<file path="src/rtl/riscv_pipe_ctrl.sv">
// Pipeline stall/flush/redirect controller with a saturating stall counter.
// Defining STALL_WDT_EN adds a sticky watchdog on long stall runs.
module riscv_pipe_ctrl #(
  parameter int WDT_LIMIT = 1024,
  parameter int CNT_W     = 16
) (
  input  logic             clk,
  input  logic             rst,
  input  logic             stallreq_if_i,
  input  logic             stallreq_id_i,
  input  logic             stallreq_ex_i,
  input  logic             stallreq_mem_i,
  input  logic             stallreq_wb_i,
  input  logic             branch_taken_i,
  input  logic [31:0]      branch_target_i,
  output logic [4:0]       stall_o,
  output logic             flush_o,
  output logic             redirect_o,
  output logic [31:0]      redirect_pc_o,
  output logic [CNT_W-1:0] stall_cnt_o,
  output logic             wdt_err_o
);

  typedef enum logic {RUN, PEND} state_t;

  state_t      state;
  logic [31:0] pend_pc;
  logic        take;

  // The oldest stalling stage freezes itself and everything younger.
  always_comb begin
    if (stallreq_wb_i)       stall_o = 5'b11111;
    else if (stallreq_mem_i) stall_o = 5'b01111;
    else if (stallreq_ex_i)  stall_o = 5'b00111;
    else if (stallreq_id_i)  stall_o = 5'b00011;
    else if (stallreq_if_i)  stall_o = 5'b00001;
    else                     stall_o = 5'b00000;
  end

  // A branch seen while EX is held is ignored; EX presents it again later.
  assign take = branch_taken_i & ~stall_o[2];

  always_comb begin
    flush_o       = 1'b0;
    redirect_o    = 1'b0;
    redirect_pc_o = 32'h0;
    if (!rst) begin
      if (state == PEND) begin
        flush_o = 1'b1;
        if (!stallreq_if_i) begin
          redirect_o    = 1'b1;
          redirect_pc_o = take ? branch_target_i : pend_pc;
        end
      end else if (take) begin
        flush_o = 1'b1;
        if (!stallreq_if_i) begin
          redirect_o    = 1'b1;
          redirect_pc_o = branch_target_i;
        end
      end
    end
  end

  always_ff @(posedge clk or posedge rst) begin
    if (rst) begin
      state   <= RUN;
      pend_pc <= 32'h0;
    end else begin
      case (state)
        RUN: begin
          if (take && stallreq_if_i) begin
            state   <= PEND;
            pend_pc <= branch_target_i;
          end
        end
        PEND: begin
          if (take) pend_pc <= branch_target_i;
          if (!stallreq_if_i) state <= RUN;
        end
        default: state <= RUN;
      endcase
    end
  end

  always_ff @(posedge clk or posedge rst) begin
    if (rst) begin
      stall_cnt_o <= '0;
    end else if ((stall_o != 5'b00000) && (stall_cnt_o != {CNT_W{1'b1}})) begin
      stall_cnt_o <= stall_cnt_o + {{(CNT_W-1){1'b0}}, 1'b1};
    end
  end

`ifdef STALL_WDT_EN
  localparam logic [15:0] WDT_MAX = 16'(WDT_LIMIT);

  logic [15:0] wdt_cnt;
  logic        wdt_err;

  // Counts back-to-back stalled cycles; the error latches until reset.
  always_ff @(posedge clk or posedge rst) begin
    if (rst) begin
      wdt_cnt <= 16'h0;
      wdt_err <= 1'b0;
    end else if (stall_o == 5'b00000) begin
      wdt_cnt <= 16'h0;
    end else begin
      if (wdt_cnt != 16'hFFFF) wdt_cnt <= wdt_cnt + 16'd1;
      if ((wdt_cnt + 16'd1) == WDT_MAX) wdt_err <= 1'b1;
    end
  end

  assign wdt_err_o = wdt_err;
`else
  assign wdt_err_o = 1'b0;
`endif

endmodule
</file>
<file path="config.mk">
export PLATFORM = sky130hd
export DESIGN_NAME = riscv_pipe_ctrl
export DESIGN_NICKNAME = d
export VERILOG_FILES = /design/src/rtl/riscv_pipe_ctrl.sv
export SDC_FILE = /design/constraint.sdc
export NUM_CORES = 1
export LEC_CHECK = 0
export CAP_MARGIN = 20
export CORE_UTILIZATION = 45
export CTS_CLUSTER_SIZE = 30
export DETAILED_ROUTE_END_ITERATION = 10
export GPL_TIMING_DRIVEN = 0
export PLACE_DENSITY = 0.88
export SLEW_MARGIN = 10
export SYNTH_ARGS = -nofsm -noshare
export SYNTH_HDL_FRONTEND = slang
export SYNTH_SLANG_ARGS = --single-unit
</file>
<file path="constraint.sdc">
create_clock -name clk -period 2.43 [get_ports clk]
set_input_delay 0.3645 -clock clk [delete_from_list [all_inputs] [get_ports clk]]
set_output_delay 0.3645 -clock clk [all_outputs]
set_load 0.03 [all_outputs]
</file>
==> results of run 1 <==
==> kinds of logic (layout without fill, tap and decap cells) <==
group                    after synthesis  count (layout)  share of synthesized area [%]
XOR/XNOR                              12              12                          3.975
adder cells (fa/ha/maj)                1               1                         0.4732
AO/OA/AOI/OAI                         40              40                          8.945
other                                  1               1                         0.1418
flip-flops                            49              49                          46.38
multiplexers                          34              34                          14.77
AND/OR/NAND/NOR                      111             111                          21.20
buffers and inverters                 24             127                          4.117
==> per-layer routing <==
metal  wire length [µm]  track usage (%)
met2               3319            38.43
met3                400            4.884
met5                  0                0
met1               2871            27.64
met4                 53            6.296
==> per-stage QoR <==
stage / area [µm²] / TNS [ns] / worst slack, ns
floorplan: 2644 / 0 / 0.2772
global placement: 3675 / -30.09 / -0.8244
detailed placement: 3695 / -28.27 / -0.8923
CTS: 3774 / 0 / 0.003106
global route: 3672 / 0 / 0.001174
finish: 3672 / 0 / 0.03665
==> where the power goes <==
part           switching, mW  internal (mW)  leakage (nW)  total, mW
sequential             0.158           1.01         0.603       1.17
clock                  0.255          0.258        0.0542      0.513
combinational          0.382          0.386         0.884      0.768
==> worst paths after layout <==
check / from / to / depth (start not counted) / slack [ns]
worst min-delay path: rst / stall_cnt_o[10] / 2 / 0.47
worst max register to register: stall_cnt_o[0] / stall_cnt_o[1] / 5 / 0.42
min in group clk: pend_pc[11] / pend_pc[11] / 1 / 0.50
max in group asynchronous: rst / pend_pc[10] / 3 / 1.45
worst min register to register: pend_pc[11] / pend_pc[11] / 1 / 0.50
worst max-delay path: stallreq_mem_i / stall_o[0] / 6 / 0.04
==> critical path: stages <==
cell	delay (ns)
clkdlybuf4s50_1	0.47
or4_4	0.55
buf_6	0.15
nor2_4	0.11
inv_1	0.04
dlygate4sd2_1	0.34
==> area by class of cell <==
| cell class | instances | area share (%) |
|---|---|---|
| plain buffers | 20 | 3.305 |
| clock buffers | 7 | 2.624 |
| clock inverters | 1 | 0.1363 |
| inverters | 3 | 0.3066 |
| multi-input cells | 199 | 35.84 |
| flip-flops and latches | 49 | 33.39 |
| well taps | 72 | 2.453 |
| repair buffers | 96 | 21.94 |
==> cell usage after synthesis <==
| library cell | count | share of area [%] |
|---|---|---|
| a211oi_1 | 1 | 0.28 |
| a21boi_1 | 1 | 0.28 |
| a21oi_1 | 34 | 6.4 |
| and2_1 | 2 | 0.47 |
| and3_1 | 1 | 0.24 |
| and4_1 | 2 | 0.66 |
| buf_1 | 2 | 0.28 |
| buf_2 | 3 | 0.57 |
| buf_4 | 2 | 0.57 |
| buf_6 | 1 | 0.43 |
| clkbuf_1 | 13 | 1.8 |
| conb_1 | 1 | 0.14 |
| dfrtp_1 | 49 | 46 |
| ha_1 | 1 | 0.47 |
| inv_1 | 3 | 0.43 |
| mux2_1 | 3 | 1.3 |
| mux2_2 | 29 | 12 |
| mux2_4 | 2 | 1.1 |
| nand2_1 | 38 | 5.4 |
| nand3_1 | 37 | 7.0 |
| nand4_1 | 4 | 0.95 |
| nor2_1 | 6 | 0.85 |
| nor2_2 | 3 | 0.71 |
| nor2_4 | 1 | 0.43 |
| nor2b_1 | 1 | 0.24 |
| nor3_1 | 6 | 1.1 |
| nor3b_1 | 1 | 0.28 |
| nor4_1 | 2 | 0.47 |
| nor4_2 | 1 | 0.47 |
| nor4b_1 | 3 | 0.99 |
| o2111ai_4 | 1 | 0.99 |
| o211ai_1 | 1 | 0.28 |
| o21ba_2 | 1 | 0.38 |
| o21bai_1 | 1 | 0.28 |
| or2_2 | 2 | 0.47 |
| or4_4 | 1 | 0.43 |
| xor2_1 | 12 | 4.0 |
==> registers in the layout, indices dropped and copies added, names as in the netlist <==
name,count
stall_cnt_o,16
state,1
pend_pc,32
==> repair_timing <==
action	CTS	global route
setup endpoints to repair	36	22
gates resized for setup	139	44
pin swaps	1	1
hold buffers	0	0
buffers inserted	1	0
==> results.md, run 1 <==
* Critical Path AT at ~2.0 ns
* WP data required at between 2 and 2.5 ns
* Total power at approximately 2.5 mW
* PwrDens at around 670 nW/µm²
* Row count at 27
* Slew Viols, Final at 0
* Leakage at around 1.5 nW
* Status: complete, no violations
* N_diodes at 0
* Multi-input combinational cell area at about 1300 µm²
* CTS tree: built
* Nets at slightly above 400
* Area growth from synthesis to layout at 38.90%
* Syn_nets at 313
* Final wirelength at between 6 and 7 mm
* Clock insertion delay at the later pin of the skew report at 0.29 ns
* Distinct cells, synth at 37
* First-pass GRT wire length at 10.86 mm
* Fin. Hold Viols at 0
* Clock sink count at 49
* Final min period at about 2.4 ns
* Ys Warns at 0
* Layout cells sized above 1 at about 27%
* FILL cells at around 480
* Remaining Overflow, GRT at 0
* Cell area after synthesis at 2644 µm²
* Drt pass-1 iters at 4
* Starting Density at 47.43%
* Setup crit end kind: primary output
* Die area at approximately 6200 µm²
* Ports at 96
* Tot GR Track Use at between 20% and 30%
* Yosys reg bits at 49
* Non-Filler Instances at roughly 450
* Worst Hold Class: primary input to asynchronous set/reset pin
* CTS Buf Count at 5
* Most common cell after layout, fill and taps aside: clkdlybuf4s50_1
* Crit Path Max Fanout at 4
* Clock Tree Root: clkbuf_8
* Vias at between 2000 and 2500
* Pin count of the biggest net entering global routing at 29
* IO buf count at 94
* Seq/Total Area, Yosys at 46.38%
* Worst-margin pin slew at 0.6380 ns
* Avg Inst Size Synth at just under 10 µm²
* Hold WS at between 0.4 and 0.5 ns
* Final HPWL DP at between 4 and 5 mm
* Clock-pin slew on the worst setup and hold paths at roughly 0.090 ns
* Drt initial violations at slightly below 100
* CP Launch Type: primary input
* Vias in the first global route at 2382
* Cells after synthesis at between 200 and 300
* Rel. slew slack at 57.11%
* Final Core Density at between 60% and 70%
* Maximum clock rate at about 420 MHz
* WS Path Type: primary input to primary output
* RSZ-0062 raised after global routing: false
* Dpl cells at about 440
* Vias per cell at between 5 and 6
* Drt wl/cell at approximately 15 µm
* DIE WIDTH at approximately 79 µm
* Final setup fails at 0
* Core ar. at approximately 5600 µm²
* Die height at just under 80 µm
* Remaining antenna violation count at 0
* VDD IR-drop max at 0.0007827 V
* CTS Buffer Depth at 2
* Antenna violations before repair at 0
* Tcrit/Tclk final at between 90% and 100%
* Most frequent cells in the layout: clkdlybuf4s50_1, dfrtp_1, nand2_1
* Sequential cell area at 1226 µm²
* Routability congestion estimate at between 0.8 and 0.9
* Total of max-cap violations at 0
* H-Tree Depth at 2
* Clk_skew at slightly above 0.005 ns
* DRC Markers at 0
(Power assumes the default switching activity.)
==> run 2: changes to the inputs <==
--- a/config.mk
+++ b/config.mk
@@ -7,6 +7,7 @@
 export LEC_CHECK = 0
 export CAP_MARGIN = 20
 export CORE_UTILIZATION = 45
+export CTS_CLUSTER_DIAMETER = 40
 export CTS_CLUSTER_SIZE = 30
 export DETAILED_ROUTE_END_ITERATION = 10
 export GPL_TIMING_DRIVEN = 0
==> results of run 2 <==
The final DEF is identical to that of run 1; final timing and power are the same.
==> run 3: changes to the inputs <==
--- a/config.mk
+++ b/config.mk
@@ -5,8 +5,10 @@
 export SDC_FILE = /design/constraint.sdc
 export NUM_CORES = 1
 export LEC_CHECK = 0
+export ABC_AREA = 1
+export ABC_CLOCK_PERIOD_IN_PS = 2430
 export CAP_MARGIN = 20
-export CORE_UTILIZATION = 45
+export CORE_UTILIZATION = 47
 export CTS_CLUSTER_DIAMETER = 40
 export CTS_CLUSTER_SIZE = 30
 export DETAILED_ROUTE_END_ITERATION = 10
==> run 3 against run 2 <==
  * Power is essentially flat
  * Global-route usage rose by 3.5 points
  * Sequential share of layout area down 3.4 points
  * Maximum frequency rose by 1.7%
  * Die area increased by 11%
  * Sequential power barely moved
  * Critical endpoint is now redirect_pc_o[14]
  * Largest power group unchanged
==> results.md, run 3 <==
* Die height at 82.76 µm (was 78.65 µm)
* WS Path Type: primary input to primary output (unchanged)
* Slowest stage delay, CP at 0.46 ns (was 0.55 ns)
* Die area at 6849 µm² (was 6186 µm²)
* Crit Path Max Fanout at 10 (was 4)
* Most common cell after layout, fill and taps aside: nand2_1 (was clkdlybuf4s50_1)
* Row count at 29 (was 27)
* IO buf count at 94 (unchanged)
* Critical-path cell list: clkdlybuf4s50_1, nor2_4, nand3_4, inv_2, buf_4, nand2_1, a21oi_1, clkdlybuf4s18_2 (was clkdlybuf4s50_1, or4_4, buf_6, nor2_4, inv_1, dlygate4sd2_1)
* Cell area after synthesis at 3065 µm² (was 2644 µm²)
* DIE WIDTH at 82.76 µm (was 78.65 µm)
* Drt initial violations at 217 (was 99)
* PwrDens at 599.3 nW/µm² (was 667.9 nW/µm²)
* Setup crit end kind: primary output (unchanged)
* Largest register FFs at 32 (unchanged)
* Status: complete, no violations (unchanged)
* Worst Hold Class: primary input to asynchronous set/reset pin (unchanged)
* H-Tree Depth at 2 (unchanged)
* Vias in the first global route at 3031 (was 2382)
* Final Core Density at 64.84% (was 65.88%)
* CP Launch Type: primary input (unchanged)
* Async SR Flop Fraction at 100.0% (unchanged)
* Top Registers: pend_pc (32), stall_cnt_o (16), state (1) (unchanged)
* Clock Tree Root: clkbuf_8 (unchanged)
* Most frequent cells in the layout: nand2_1, nand3_1, clkdlybuf4s50_1 (was clkdlybuf4s50_1, dfrtp_1, nand2_1)
* Total of max-cap violations at 0 (unchanged)
* Maximum clock rate at 424.9 MHz (was 417.8 MHz)
* Remaining antenna violation count at 0 (unchanged)
* Design Area, Final at 4094 µm² (was 3672 µm²)
* Drt pass-1 iters at 5 (was 4)
* Core ar. at 6314 µm² (was 5574 µm²)
* Cell with the most instances after synthesis: nand2_1 (was dfrtp_1)
* Clock-pin slew on the worst setup and hold paths at 0.09 ns (about the same)
* Routability congestion estimate at 0.8165 (was 0.8076)
* Tcrit/Tclk final at 96.84% (was 98.49%)
* Placed inst area at 4106 µm² (was 3695 µm²)
* Reg2reg setup slack at 0.71 ns (was 0.42 ns)
* Fin. Hold Viols at 0 (unchanged)
* Largest Register: pend_pc (unchanged)
* Tot GR Track Use at 25.66% (was 22.20%)
* Critical Path AT at 1.99 ns (was 2.03 ns)
* Vias at 3384 (was 2397)
* Top_reg_cell synth: dfrtp_1 (unchanged)
* Number of flops mapped to enable cells by yosys at 0 (unchanged)
* RR Endpoint: stall_cnt_o[0] (was stall_cnt_o[1])
* Reg-to-Reg Start: stall_cnt_o[0] (unchanged)
* Clk_skew at 0.01127 ns (was 0.005028 ns)
* CTS Buffer Depth at 2 (unchanged)
* List of most frequent post-synthesis cells: nand2_1, nand3_1, dfrtp_1 (was dfrtp_1, nand2_1, nand3_1)
* Layout cells sized above 1 at 12.30% (was 26.93%)
* Ys Warns at 0 (unchanged)
* Final setup fails at 0 (unchanged)
* Starting Density at 48.55% (was 47.43%)
* Yosys reg bits at 49 (unchanged)
* WP data required at 2.07 ns (about the same)
* First-pass GRT wire length at 13.46 mm (was 10.86 mm)
* Vias per cell at 5.304 (was 5.362)
* Avg Inst Size Synth at 6.722 µm² (was 9.720 µm²)
* N_diodes at 0 (unchanged)
* Clock insertion delay at the later pin of the skew report at 0.30 ns (was 0.29 ns)
* CTS Buf Count at 5 (unchanged)
* Cells after synthesis at 456 (was 272)
* DRC Markers at 0 (unchanged)
* Final min period at 2.353 ns (was 2.393 ns)
* Slew Viols, Final at 0 (unchanged)
* Nets at 602 (was 415)
* Pin count of the biggest net entering global routing at 26 (was 29)
* Remaining Overflow, GRT at 0 (unchanged)
* Rel. slew slack at 53.43% (was 57.11%)
* Reg2Reg Depth at 9 (was 5)
* Total power at 2.453 mW (about the same)
* Leakage at 1.906 nW (was 1.541 nW)
* Drt wl/cell at 13.32 µm (was 14.86 µm)
* Area leader, netlist: dfrtp_1 (unchanged)
* Clock sink count at 49 (unchanged)
* Largest cells by area after synthesis: dfrtp_1, nand2_1, nand3_1, o21ai_0, inv_1 (was dfrtp_1, mux2_2, nand3_1, a21oi_1, nand2_1)
* Antenna violations before repair at 0 (unchanged)
* Syn_nets at 497 (was 313)
* Distinct cells, synth at 25 (was 37)
* Post-synth top area share at 40.00% (was 46.38%)
* Ports at 96 (unchanged)
* Worst-margin pin slew at 0.6947 ns (was 0.6380 ns)
* Final wirelength at 8.498 mm (was 6.644 mm)
* Cell type of the slowest stage on the worst timing path: clkdlybuf4s50_1 (was or4_4)
* Final HPWL DP at 6.001 mm (was 4.805 mm)
* CTS tree: built (unchanged)
* VDD IR-drop max at 0.0006699 V (was 0.0007827 V)
* Seq/Total Area, Yosys at 40.00% (was 46.38%)
* Area growth from synthesis to layout at 33.55% (was 38.90%)
run 3: worst max-delay path by stage:
| stage | from | end | slack (ns) | depth (start not counted) |
|---|---|---|---|---|
| global route | stallreq_wb_i | redirect_pc_o[14] | -0.0002 | 8 |
| detailed placement | rst | redirect_pc_o[30] | -1.58 | 6 |
| finish | stallreq_wb_i | redirect_pc_o[14] | 0.08 | 8 |
| CTS | stallreq_wb_i | redirect_pc_o[27] | 0.002 | 8 |
| global placement | rst | redirect_pc_o[30] | -1.57 | 6 |
| floorplan | rst | redirect_o | 0.16 | 4 |
run 3: area by class of cell:
cell class              count  area, µm²
plain buffers              26      163.9
flip-flops and latches     49       1226
repair inverters            2      12.51
fillers                   562       2220
multi-input cells         332       1515
well taps                  77      96.34
clock buffers               7      86.33
repair buffers             96      805.8
inverters                  49      187.7
run 3: routing by layer:
layer	part of all wire, %	GRT usage, %	vias up
li1	-	-	1665
met1	44	32.89	1598
met2	48	44.67	112
met3	6.3	4.615	9
met4	1.1	6.034	0
met5	0	0	-
run 3: critical path, delay by kind of cell:
family,cells,cell delay [ns]
buffers and inverters,4,1.08
and+or+nand+nor,3,0.38
AOI/OAI and AO/OA,1,0.15
run 3: per-stage QoR:
stage | std cells | TNS (ns) | setup WS [ns] | hold WS [ns]
2_1_floorplan | 456 | 0 | 0.1571 | 0.4047
3_3_place_gp | 627 | -48.13 | -1.569 | 0.5250
3_5_place_dp | 627 | -48.26 | -1.581 | 0.5302
4_1_cts | 637 | 0 | 0.001863 | 0.3651
5_1_grt | 638 | -0.0001632 | -0.0001632 | 0.4111
6_report | 638 | 0 | 0.07667 | 0.4031
run 3: power breakdown:
part | total [mW] | internal, mW | leakage [nW] | switching [mW]
combinational | 0.782 | 0.339 | 1.24 | 0.444
sequential | 1.18 | 1.01 | 0.619 | 0.171
clock | 0.487 | 0.226 | 0.0443 | 0.260
run 3: cells by family (layout without fill, tap and decap cells):
| logic type | after synthesis | count (layout) | synth area share (%) |
|---|---|---|---|
| AOI/OAI and AO/OA | 72 | 72 | 12.00 |
| DFF | 49 | 49 | 40.00 |
| xor gates and xnor gates | 7 | 7 | 2.000 |
| other | 1 | 1 | 0.1223 |
| adders and majority gates | 1 | 1 | 0.4081 |
| and+or+nand+nor | 251 | 251 | 34.65 |
| buffers and inverters | 75 | 180 | 10.82 |
run 3: what timing repair did:
action                     4_1_cts  5_1_grt
hold buffers                     0        0
gates resized for setup        100       55
pin swaps                        0        1
hold endpoints to repair         0        0
cloned                           2        0
buffers inserted                 1        1
setup endpoints to repair       34       31
